### src/rtl/fx_mul.sv
// Pipelined signed QINT.QFRAC multiplier with round-half-up, overflow flag and global-stall backpressure.
// Define FXMUL_SAT_EN to clamp overflowing products instead of wrapping them.
module fx_mul #(
  parameter int WIDTH   = 32,
  parameter int QINT    = 16,
  parameter int QFRAC   = WIDTH - QINT,
  parameter int LATENCY = 3
) (
  input  logic             clk,
  input  logic             rst_n,
  input  logic             valid_in,
  output logic             ready_out,
  input  logic [WIDTH-1:0] a,
  input  logic [WIDTH-1:0] b,
  output logic             valid_out,
  input  logic             ready_in,
  output logic [WIDTH-1:0] result,
  output logic             overflow
);

  localparam int PW = 2 * WIDTH;

  // Handshake: a pair is taken on an edge with valid_in && ready_out; a result is
  // handed over on an edge with valid_out && ready_in. When the output is held
  // (valid_out && !ready_in) the whole pipeline freezes, bubbles included.
  logic stall;

  logic signed [PW-1:0] a_ext, b_ext, prod, rnd, shf;
  logic                 ovf_c;
  logic [WIDTH-1:0]     res_c;

  logic [LATENCY-1:0]   vld_q;
  logic [WIDTH-1:0]     res_q [LATENCY];
  logic                 ovf_q [LATENCY];

  always_comb begin
    a_ext = {{WIDTH{a[WIDTH-1]}}, a};
    b_ext = {{WIDTH{b[WIDTH-1]}}, b};
    prod  = a_ext * b_ext;
    rnd   = prod + (PW'(1) << (QFRAC - 1));
    shf   = rnd >>> QFRAC;
    // Representable iff every bit from the result sign bit upward matches.
    ovf_c = !((&shf[PW-1:WIDTH-1]) || !(|shf[PW-1:WIDTH-1]));
`ifdef FXMUL_SAT_EN
    if (ovf_c) begin
      res_c = shf[PW-1] ? {1'b1, {(WIDTH-1){1'b0}}} : {1'b0, {(WIDTH-1){1'b1}}};
    end else begin
      res_c = shf[WIDTH-1:0];
    end
`else
    res_c = shf[WIDTH-1:0];
`endif
  end

  assign valid_out = vld_q[LATENCY-1];
  assign result    = res_q[LATENCY-1];
  assign overflow  = ovf_q[LATENCY-1];
  assign stall     = valid_out && !ready_in;
  assign ready_out = !stall;

  always_ff @(posedge clk or negedge rst_n) begin
    if (!rst_n) begin
      vld_q <= '0;
      for (int i = 0; i < LATENCY; i++) begin
        res_q[i] <= '0;
        ovf_q[i] <= 1'b0;
      end
    end else if (!stall) begin
      vld_q[0] <= valid_in;
      // Operands are only captured on an actual accept.
      if (valid_in) begin
        res_q[0] <= res_c;
        ovf_q[0] <= ovf_c;
      end
      for (int i = 1; i < LATENCY; i++) begin
        vld_q[i] <= vld_q[i-1];
        res_q[i] <= res_q[i-1];
        ovf_q[i] <= ovf_q[i-1];
      end
    end
  end

endmodule
### config.mk
export PLATFORM = sky130hd
export DESIGN_NAME = fx_mul
export DESIGN_NICKNAME = d
export VERILOG_FILES = /design/src/rtl/fx_mul.sv
export SDC_FILE = /design/constraint.sdc
export NUM_CORES = 2
export LEC_CHECK = 0
export BUFFER_PORTS_ARGS = -buffer_cell sky130_fd_sc_hd__buf_2
export CORE_UTILIZATION = 40
export DETAILED_ROUTE_END_ITERATION = 6
export HOLD_SLACK_MARGIN = 0.03
export SLEW_MARGIN = 15
export SYNTH_ARGS = -nofsm -noshare
export SYNTH_HDL_FRONTEND = slang
export SYNTH_SLANG_ARGS = --single-unit
### constraint.sdc
create_clock -name clk -period 3.2 [get_ports clk]
set_input_delay 0 -clock clk [delete_from_list [all_inputs] [get_ports clk]]
set_output_delay 0 -clock clk [all_outputs]
set_load 0.01 [all_outputs]
Word-level counts from Yosys, hierarchy flattened
Cells that the tools add are included.
{"block": "classes", "addsub": 1, "multipliers": 1, "bitwise": 1, "reduce_logical": 9}
{"operator": "$add A64 B17 Y64 const B", "count": 1}
{"operator": "$mul A32 B32 Y64", "count": 1}
{"operator": "$reduce_and A17 Y1", "count": 1}
{"operator": "$reduce_or A17 Y1", "count": 1}
{"operator": "$logic_not A1 Y1", "count": 4}
{"operator": "$reduce_and A2 Y1", "count": 1}
{"operator": "$logic_and A1 B1 Y1", "count": 1}
{"operator": "$logic_or A1 B1 Y1", "count": 1}
{"operator": "$not A1 Y1", "count": 1}
{"block": "totals", "regBits": 102, "wordCells": 19}

Logic depth before layout (Yosys ltp)
{"block": "depth", "depth_word": 6, "mapped_depth": 33}

Worst setup path before layout
Ideal clock, no wire load.
{"block": "synth_path", "kind": "in2reg", "start": "input port a[31]", "end": "register ovf_q[2] (netlist name)", "setup_time_ps": 127, "t_arrival_ps": 7820, "t_required_ps": 3073, "path_slack_ps": -4747, "path_stages": 25, "n_path_buf": 1, "path_cell_list": "clkbuf_1 -> nand2_1 -> fa_1 -> fa_1 -> inv_1 -> fa_1 -> fa_1 -> inv_1 -> fa_1 -> fa_1 -> fa_1 -> fa_1 -> inv_1 -> ha_1 -> nand2_1 -> o21ai_0 -> nor2_1 -> o31ai_1 -> nand4_1 -> o21bai_4 -> a21oi_1 -> o21ai_0 -> a2111oi_0 -> nor4bb_1 -> nor3_1"}
{"block": "synth_between", "elab_chain_len": 6, "word_cells_on_any_way": 7}
{"element": "from (decl)", "line_no": "13", "rtl": "input logic [WIDTH-1:0] a,"}
{"element": "$mul A32 B32 Y64 *", "line_no": "39", "rtl": "prod = a_ext * b_ext;"}
{"element": "$add A64 B17 Y64 *", "line_no": "40", "rtl": "rnd = prod + (PW'(1) << (QFRAC - 1));"}
{"element": "$reduce_or A17 Y1", "line_no": "43", "rtl": "ovf_c = !((&shf[PW-1:WIDTH-1]) || !(|shf[PW-1:WIDTH-1]));"}
{"element": "$logic_not A1 Y1", "line_no": "43"}
{"element": "$logic_or A1 B1 Y1 *", "line_no": "43"}
{"element": "$logic_not A1 Y1 *", "line_no": "43"}
{"element": "to (signal, indexed assignment)", "line_no": "78", "rtl": "ovf_q[i] <= ovf_q[i-1];"}
{"element": "to (decl)", "line_no": "34", "rtl": "logic ovf_q [LATENCY];"}
Mark *: on every way between the ends. The rest lies on a longest branch, timed or not.
A chain may end at the register's enable or synchronous reset.

Worst setup path after layout
{"block": "layout_path", "start": "input port a[11]", "end": "register ovf_q[2] (netlist name)"}
The elaborated chain is that of the path after synthesis.

==> summary.md <==
| Metric | Value |
|---|---|
| Average detailed-routed wire length per instance | `17.45 µm` |
| Wire length of the first global-routing pass | `between 150000 and 200000 µm` |
| Die height | `318.7 µm` |
| Post-synthesis async set-or-reset flop share | `100.0%` |
| Number of logic stages on the critical path including buffering | `29` |
| Pin count of the biggest net entering global routing | `70` |
| Hold WC Path Type | `in -> async` |
| Die outline area | `101600 µm²` |
| Total area of sequential cells | `between 2000 and 3000 µm²` |
| Type of the setup path with the least slack | `in -> reg` |
| Commonest cells after routing, fill and taps aside | `1036 x sky130_fd_sc_hd__fa_1, 917 x sky130_fd_sc_hd__inv_1, 745 x sky130_fd_sc_hd__nand2_1` |
| Delay-heaviest family, CP | `adder cells` |
| Slowest cell on the critical path | `sky130_fd_sc_hd__fa_2` |
| GPL Wtd Cong | `~0.9` |
| Die width | `318.7 µm` |
| Number of ports placed on the die boundary | `between 100 and 150` |
| Number of hold violations in the final report | `0` |
| Depth of the worst register-to-register path | `8` |
| Outcome | `complete, but fails checks` |
| Average size of a mapped cell | `9.317 µm²` |
| Multi-input gate area | `about 34000 µm²` |
| Worst slew margin | `between 40% and 50%` |
| Largest fanout on the critical path | `5` |
| Area of the mapped netlist | `~40000 µm²` |
| Summed negative setup slack over all endpoints | `-107190 ps` |
| Register clock-pin slew on the reported worst setup and hold paths | `around 80 ps` |
| Unrepaired setup endpoints after global routing | `true` |
| Post-detailed-route count of antenna-violating nets | `0` |
| Level count of the clock H-tree | `3` |
| Fmax | `136.9 MHz` |
| Data arrival, critical path | `7530 ps` |
| Detailed-route vias per instance | `4.870` |
| TritonCTS Buffers | `9` |
| Worst Setup End Kind | `register` |
| Area of the core region | `98850 µm²` |
| Share of synthesized cell area in full adder, half adder and majority cells | `about three fifths` |
| Warnings from Yosys | `0` |
| Sum of net half-perimeters after detailed placement | `91700 µm` |
| Final setup margin | `-4103 ps` |
| Post-route fraction of the period consumed by the critical path | `228.2%` |
| Starting DRT DRC Count | `roughly 1300` |
| # rows | `around 120` |
| Number of global-route vias before repair | `around 34000` |
| Number of max-cap violations | `0` |
| Combinational family with the most area after synthesis | `adder cells` |
| Clk Tree Root Cell | `sky130_fd_sc_hd__clkbuf_16` |
| Setup-failing EPs final | `33` |
| Number of nets in the finished design | `6096` |
| Setup Skew | `between 9 and 10 ps` |
| Synth unique cells | `74` |
| Met2 capacity usage during global routing | `a little over 40%` |
| Initial standard-cell utilization of the core | `between 40% and 50%` |
| Xor and xnor fraction of the mapped netlist area | `under 10%` |
| Global routing met3 resource utilization | `under 10%` |
| P&R area growth vs syn | `21.81%` |
| Tot GR Track Use | `21.70%` |
| Simple-gate share of the synthesized area | `17.38%` |
| DRC | `0` |
| Number of inserted filler cells in the final layout | `between 9000 and 10000` |
| Maximum buffer depth of the clock tree | `2` |
| CTS sink count | `about 100` |
| Busiest layer in global routing | `met2` |
| Total congestion overflow | `0` |
| Number of antenna violations at the first check in global routing | `1` |
| Synth Flop Type | `sky130_fd_sc_hd__dfrtp_1` |
| Type of origin of the critical path | `input pin` |
| Total routed wirelength | `between 100000 and 150000 µm` |
| Number of enable flip-flop cells after synthesis | `0` |
| Via count | `29524` |
| Worst path bufs/invs | `8` |
| Clock tree from TritonCTS | `built` |
| Largest stage delay, worst path | `approximately 640 ps` |
| GR Util met1 | `26.98%` |
| Multiplexer share of the synthesized area | `less than 1%` |
| Worst setup slack before clock tree synthesis | `-4696 ps` |
| Part of the Yosys area used for sequential elements | `between 6 and 7%` |
| First-pass detailed-route iteration total | `5` |
| Most common cell after layout, fill and taps aside | `sky130_fd_sc_hd__fa_1` |
| Critical path required time | `3430 ps` |
| Final Slew Violations | `0` |
| Register bit total from synthesis | `roughly 100` |
| Dominant cell type by count on the critical path | `sky130_fd_sc_hd__fa_1` |
| Skew-Pair Late Insertion Delay | `340 ps` |
| Slew of the pin with the lowest slew margin | `approximately 750 ps` |
| Compound-Gate Fraction of Synth Area | `under 10%` |
| Failing checks | `setup timing` |
| Input/output buffers | `102` |
| Fraction of layout instances using a drive strength above 1 | `a little over a fifth` |
| Minimum clock period | `roughly 7300 ps` |
| Syn Nets | `between 5000 and 6000` |
| Mapped Cells | `between 4000 and 5000` |
## routing by layer
layer / share of wire, % / up-vias
met2: 53 / 554
met4: 2.9 / 0
met3: 3.6 / 153
met1: 40 / 15518
li1: - / 13299
met5: 0 / -
## cell type report
| cell class | instances | area share (%) |
|---|---|---|
| clock inverter | 7 | 0.1254 |
| clock buffer | 9 | 0.4607 |
| antenna | 1 | 0.005119 |
| inverter | 957 | 7.364 |
| sequential | 102 | 5.222 |
| tap | 1287 | 3.294 |
| multi-input combinational | 2985 | 70.28 |
| timing repair buffer | 714 | 13.25 |
## final timing paths
kind / endpoint / slack [ps] / start
worst max-delay path: ovf_q[2] / -4100 / a[11]
worst min-delay path: result[3] / 260 / rst_n
worst max register to register: ovf_q[2] / 1090 / vld_q[2]
worst min register to register: result[0] / 470 / result[0]
max in group asynchronous: overflow / 2060 / rst_n
min in group clk: res_q[68] / 270 / valid_in
## cells in the mapped netlist (3+ instances only)
cell	count	share of area, %
sky130_fd_sc_hd__nor2_1	49	0.46
sky130_fd_sc_hd__a21oi_1	64	0.80
sky130_fd_sc_hd__o21bai_1	13	0.24
sky130_fd_sc_hd__and3_1	9	0.14
sky130_fd_sc_hd__a2111oi_0	3	0.065
sky130_fd_sc_hd__xor2_1	23	0.50
sky130_fd_sc_hd__nand3_1	10	0.12
sky130_fd_sc_hd__o21ai_0	67	0.84
sky130_fd_sc_hd__xnor2_1	33	0.72
sky130_fd_sc_hd__o21a_1	7	0.13
sky130_fd_sc_hd__a31oi_1	3	0.047
sky130_fd_sc_hd__buf_4	32	0.60
sky130_fd_sc_hd__a211o_1	7	0.15
sky130_fd_sc_hd__nand2_1	762	7.1
sky130_fd_sc_hd__nor4_1	3	0.047
sky130_fd_sc_hd__nand4_1	22	0.34
sky130_fd_sc_hd__nor2b_1	4	0.062
sky130_fd_sc_hd__nand2b_1	17	0.27
sky130_fd_sc_hd__o31ai_1	5	0.094
sky130_fd_sc_hd__or2_2	3	0.047
sky130_fd_sc_hd__nor3_1	12	0.15
sky130_fd_sc_hd__dfrtp_1	102	6.4
sky130_fd_sc_hd__and2_1	522	8.1
sky130_fd_sc_hd__a21o_1	15	0.28
sky130_fd_sc_hd__and4_1	4	0.087
sky130_fd_sc_hd__a211oi_1	7	0.13
sky130_fd_sc_hd__clkbuf_1	225	2.1
sky130_fd_sc_hd__ha_1	177	5.5
sky130_fd_sc_hd__o211ai_1	9	0.17
sky130_fd_sc_hd__fa_1	1082	54
sky130_fd_sc_hd__inv_1	956	8.9
sky130_fd_sc_hd__buf_2	4	0.050
## through the flow
stage	utilization, %	hold slack [ps]	area [µm²]	instances
after global placement	46.60	105.4	46070	5958
after detailed placement	46.60	114.3	46070	5958
after floorplan	-	-295.6	41180	4307
after global routing	49.45	290.7	48880	6062
final	49.45	256.3	48880	6062
after CTS	48.55	268.9	47990	6027
## registers in the layout (all words and copies together), names as in the netlist
name,flops
res_q,64
result,32
vld_q,3
ovf_q,2
overflow,1
## kinds of logic after synthesis
family                     count (synthesis)
xor gates and xnor gates                  56
DFF                                      102
adders and majority gates               1259
and+or+nand+nor                         1435
muxes                                      3
buffers and inverters                   1220
AOI/OAI and AO/OA                        232
## what timing repair did
item,CTS,global route
cloned,0,8
buffers inserted,57,33
hold buffers,1,0
endpoints found under the hold margin,54,0
gates resized for setup,303,143
endpoints found under the setup margin,33,33
pin swaps,132,122
Power is left out: the tool's default activity adds up to more than one toggle a clock period on the data nets, which glitch-free logic cannot reach.
